## src/rtl/sev_seg_capture.sv

```systemverilog
`default_nettype none
// ============================================================================
// Module      : sev_seg_capture
// Description : Reads back the hex values shown on a two-digit multiplexed
//               common-anode seven-segment display.
// Revision    : 1.0 - initial release
// ============================================================================
module sev_seg_capture #(
    parameter int STABLE_CYCLES = 4
) (
    input  logic       clk,
    input  logic       reset,
    input  logic [6:0] seg_in,
    input  logic [1:0] an_in,
    output logic [3:0] digit0,
    output logic [3:0] digit1,
    output logic       valid0,
    output logic       valid1,
    output logic       update,
    output logic       err
);

    localparam logic [7:0] c_sat  = 8'(STABLE_CYCLES);
    localparam logic [7:0] c_last = 8'(STABLE_CYCLES - 1);
    localparam logic [6:0] c_blank = 7'b1111111;

    typedef enum logic [1:0] {
        S_IDLE   = 2'd0,
        S_SETTLE = 2'd1,
        S_HELD   = 2'd2
    } state_t;

    logic [8:0] r_sync1;
    logic [8:0] r_sync2;
    logic [8:0] r_prev;
    logic [7:0] r_count;
    state_t     r_state;
    state_t     w_state_next;
    logic       w_change;
    logic       w_an_ok;
    logic       w_capture;
    logic       w_legal;
    logic       w_blank;
    logic [3:0] w_value;

    // Sample layout is {an[1:0], seg[6:0]}; all-ones means no anode and blank.
    always_ff @(posedge clk or posedge reset) begin
        if (reset) begin
            r_sync1 <= '1;
            r_sync2 <= '1;
            r_prev  <= '1;
        end else begin
            r_sync1 <= {an_in, seg_in};
            r_sync2 <= r_sync1;
            r_prev  <= r_sync2;
        end
    end

    assign w_change = (r_sync2 != r_prev);
    assign w_an_ok  = r_sync2[8] ^ r_sync2[7];
    assign w_blank  = (r_sync2[6:0] == c_blank);

    always_ff @(posedge clk or posedge reset) begin
        if (reset) begin
            r_count <= '0;
        end else if (w_change) begin
            r_count <= '0;
        end else if (r_count != c_sat) begin
            r_count <= r_count + 8'd1;
        end
    end

    always_ff @(posedge clk or posedge reset) begin
        if (reset) begin
            r_state <= S_IDLE;
        end else begin
            r_state <= w_state_next;
        end
    end

    always_comb begin
        w_state_next = r_state;
        w_capture    = 1'b0;
        if (!w_an_ok) begin
            w_state_next = S_IDLE;
        end else if (w_change) begin
            w_state_next = S_SETTLE;
        end else begin
            case (r_state)
                S_IDLE:   w_state_next = S_SETTLE;
                S_SETTLE: begin
                    // The sample was equal for one more cycle than the counter shows.
                    if (r_count == c_last) begin
                        w_capture    = 1'b1;
                        w_state_next = S_HELD;
                    end
                end
                S_HELD:   w_state_next = S_HELD;
                default:  w_state_next = S_IDLE;
            endcase
        end
    end

    always_comb begin
        w_legal = 1'b1;
        w_value = 4'h0;
        case (r_sync2[6:0])
            7'b1000000: w_value = 4'h0;
            7'b1111001: w_value = 4'h1;
            7'b0100100: w_value = 4'h2;
            7'b0110000: w_value = 4'h3;
            7'b0011001: w_value = 4'h4;
            7'b0010010: w_value = 4'h5;
            7'b0000010: w_value = 4'h6;
            7'b1111000: w_value = 4'h7;
            7'b0000000: w_value = 4'h8;
            7'b0011000: w_value = 4'h9;
            7'b0100000: w_value = 4'hA;
            7'b0000011: w_value = 4'hB;
            7'b1000110: w_value = 4'hC;
            7'b0100001: w_value = 4'hD;
            7'b0000110: w_value = 4'hE;
            7'b0001110: w_value = 4'hF;
            default:    w_legal = 1'b0;
        endcase
    end

    always_ff @(posedge clk or posedge reset) begin
        if (reset) begin
            digit0 <= '0;
            digit1 <= '0;
            valid0 <= 1'b0;
            valid1 <= 1'b0;
            update <= 1'b0;
            err    <= 1'b0;
        end else begin
            update <= w_capture;
            err    <= w_capture & ~w_legal & ~w_blank;
            // an[0] low selects digit0; otherwise an[1] is the low one.
            if (w_capture) begin
                if (!r_sync2[7]) begin
                    valid0 <= w_legal;
                    if (w_legal) begin
                        digit0 <= w_value;
                    end
                end else begin
                    valid1 <= w_legal;
                    if (w_legal) begin
                        digit1 <= w_value;
                    end
                end
            end
        end
    end

endmodule
`default_nettype wire

```

## config.mk

```make
export PLATFORM = sky130hd
export DESIGN_NAME = sev_seg_capture
export DESIGN_NICKNAME = d
export VERILOG_FILES = /design/src/rtl/sev_seg_capture.sv
export SDC_FILE = /design/constraint.sdc
export NUM_CORES = 1
export LEC_CHECK = 0
export CAP_MARGIN = 30
export CORE_MARGIN = 2
export CORE_UTILIZATION = 51
export CTS_CLUSTER_DIAMETER = 150
export DETAILED_ROUTE_END_ITERATION = 16
export PLACE_DENSITY = 0.75
export SYNTH_ARGS = -nofsm -noshare
export SYNTH_HDL_FRONTEND = slang
export SYNTH_SLANG_ARGS = --single-unit
```

## constraint.sdc

```tcl
create_clock -name clk -period 2.24 [get_ports clk]
set_clock_uncertainty 0.15 [all_clocks]
set_input_delay 0.336 -clock clk [delete_from_list [all_inputs] [get_ports clk]]
set_output_delay 0.336 -clock clk [all_outputs]
set_load 0.01 [all_outputs]
```

==> results.yml, run 1 <==
run_status:
  status: "complete, no violations"
detailed_routing:
  drt-pass1-iter-count: 4
  via_count: 1577
  antenna_left: 0
  drtIter0Drc: 98
  drc: 0
  vias_per_cell: 5.364
  drt_wl_total_mm: 3.827
  wl_per_cell_um: 13.02
setup_path:
  cp-end-kind: "flop"
  worstPathMaxFanout: 14
  required_ns: 2.27
  worstSetupPathType: "flop to flop"
  arrival_ns: 2.17
  cp-start-kind: "flop"
cells_and_area:
  drive_gt1_share_pct: 26.03
  nets: 256
  area_growth_pct: 18.06
  antenna_cells: 0
placement:
  dp_hpwl_mm: 2.896
  portBuffers: 22
  gp_congestion: 0.8857
  post-place-ws_ns: 0.04969
die:
  initial_core_util_pct: 53.13
  io_pins: 23
  std_cell_rows: 24
  die_y_um: 71.35
  fp.dieW_um: 71.35
  die_area_mm2: 0.005091
  core_mm2: 0.004354
power:
  powerDensity_mw_per_mm2: 576.1
  p_leak_nw: 1.116
  internal_power_w: 0.001215
  p_sw_w: 0.0003581
  clkPwrFrac_pct: 30.7
  combPwrFrac_pct: 8.5
  seq_power_share_pct: 60.8
  swShare_pct: 22.76
  ir_drop_v: 0.0003976
sta:
  period_share_pct: 95.20
  tightestPinTransition_ns: 0.6049
  hold_violations: 0
  slew_headroom_pct: 59.30
  final.setup.tns_ns: 0
  fmax_ghz: 0.4690
  finalSetupViolCount: 0
  final_max_slew_viol_count: 0
  rsz0062_at_grt: "true"
  period_minus_slack_ns: 2.132
  setup_slack_ns: 0.1076
job:
  drv_cap: 0
synth:
  ys_seq_area_share_pct: 54.46
  synth_area_mm2: 0.002313
  synth.net_count: 220
  postSynthAreaPerCell_um2: 11.29
  synth.distinct_cells: 50
  synth-async-reset-ratio_pct: 100.0
  synth_edf_count: 0
  synth_seq_cells: 49
  yosysWarnings: 0
  synth_ff_type: "dfstp_2"
  syn_inst: 205
global_route:
  grt_pass1_wl_mm: 6.831
  grt_max_degree: 31
  antenna_found_initial: 0
  grt_overflow: 0
  grt_pass1_vias: 1489
  grt_usage_pct: 17.12
clock_network:
  postCtsSetupRepairBufs: 0
  cts_sinks: 49
  holdBufCountCts: 0
  htree_levels: 2
  numCtsBuffers: 5
  path_clk_slew_ns: 0.09
  cts-root-buf: "clkbuf_8"
  clockBufferDepth: 2
  tritoncts: "done"
  clk_latency_ns: 0.30
min_path:
  hold_path_class: "flop to flop"
-- cells in the mapped netlist (4+ instances only) --
master,n,area (um2)
nand4_1,9,56.30
a21oi_1,6,30.03
mux2i_1,4,40.04
dfstp_2,27,709.4
dfrtp_1,22,550.5
xnor2_1,11,96.34
nand2_1,14,52.55
xor2_1,5,43.79
ha_1,4,50.05
o22ai_1,5,31.28
o211ai_1,4,30.03
nor3_1,4,20.02
inv_1,17,63.81
o21ai_0,5,25.02
nand3_1,4,20.02
nor2_1,14,52.55
-- power by group through the flow --
stage | logic (W) | registers [W] | clock network (W)
2_1_floorplan | 0.0000967 | 0.000961 | 0
3_3_place_gp | 0.000133 | 0.000971 | 0
3_5_place_dp | 0.000134 | 0.000973 | 0
4_1_cts | 0.000134 | 0.000957 | 0.000508
5_1_grt | 0.000149 | 0.000963 | 0.000542
6_report | 0.000133 | 0.000957 | 0.000484
-- through the flow --
step	hold slack [ns]	utilization [%]	cell area [um2]	total power [W]	instances
finish	0.2065	62.73	2731	0.001573	294
global route	0.2126	62.73	2731	0.001654	294
CTS	0.2087	62.64	2728	0.001599	294
detailed placement	0.1973	60.78	2646	0.001107	286
global placement	0.1958	60.78	2646	0.001104	286
floorplan	0.1905	-	2313	0.001057	205
-- repair_timing --
action                                  CTS  global route
gates resized for setup                   0             2
endpoints found under the hold margin     0             0
endpoints found under the setup margin    0             6
-- worst paths after layout --
path / start / to / slack, ns / cells past startpoint
min in group asynchronous: reset / valid0 / 0.23 / 3
worst min register to register: r_sync1[6] / r_sync2[6] / 0.21 / 0
worst min-delay path: r_sync1[6] / r_sync2[6] / 0.21 / 0
worst max-delay path: r_sync2[3] / digit1[2] / 0.11 / 5
max in group asynchronous: reset / r_sync2[0] / 1.35 / 3
worst max register to register: r_sync2[3] / digit1[2] / 0.11 / 5
-- cells by family after synthesis --
family / Yosys count / synth area share, %
XOR/XNOR: 16 / 6.057
flip-flops: 49 / 54.46
AND/OR/NAND/NOR: 73 / 19.52
AO/OA/AOI/OAI: 32 / 9.519
adder cells (fa/ha/maj): 4 / 2.163
multiplexers: 6 / 2.704
buffers and inverters: 25 / 5.570
-- worst max-delay path: stages, from the launching register on --
cell and delay (ns):
dfstp_2 0.67, xnor2_1 0.14, nand4_1 0.22, or4_4 0.58
a21oi_1 0.16, o22ai_1 0.11
-- per-layer routing --
metal	part of all wire [%]	up-vias	global-route usage (%)
li1	-	787	-
met1	47	742	23.93
met2	47	41	25.31
met3	4.2	7	3.797
met4	1.9	0	8.595
met5	0	-	0
-- state kept, by name (all words and copies together), names as in the netlist, 2 cells and up --
signal and flops:
digit0 4, digit1 4, r_count 8, r_prev 9, r_state 2, r_sync1 9
r_sync2 9
-- placed cells by master, fill, tap and decap left out, types with 5 or more instances in the layout --
| cell | instances |
|---|---|
| nand2_1 | 14 |
| xnor2_1 | 11 |
| xor2_1 | 5 |
| a21oi_1 | 6 |
| nor2_1 | 14 |
| nand4_1 | 9 |
| clkbuf_8 | 5 |
| clkdlybuf4s50_1 | 22 |
| o22ai_1 | 5 |
| buf_4 | 15 |
| inv_1 | 16 |
| dfrtp_1 | 22 |
| dfstp_2 | 27 |
-- final cells by class --
class | instances | area (um2)
sequential | 49 | 1260
tap | 52 | 65.06
fill | 360 | 1623
clock buffer | 7 | 76.32
inverter | 17 | 63.81
clock inverter | 1 | 5.005
multi-input combinational | 131 | 928.4
timing repair buffer | 37 | 332.8
Power figures use the tool's default switching activity.
==> inputs of run 2 (changes only) <==
--- a/config.mk
+++ b/config.mk
@@ -10,6 +10,7 @@
 export CORE_UTILIZATION = 51
 export CTS_CLUSTER_DIAMETER = 150
 export DETAILED_ROUTE_END_ITERATION = 16
+export GPL_ROUTABILITY_DRIVEN = 0
 export PLACE_DENSITY = 0.75
 export SYNTH_ARGS = -nofsm -noshare
 export SYNTH_HDL_FRONTEND = slang
==> results of run 2 <==
No change in the layout: final DEF, timing and power equal those of run 1.
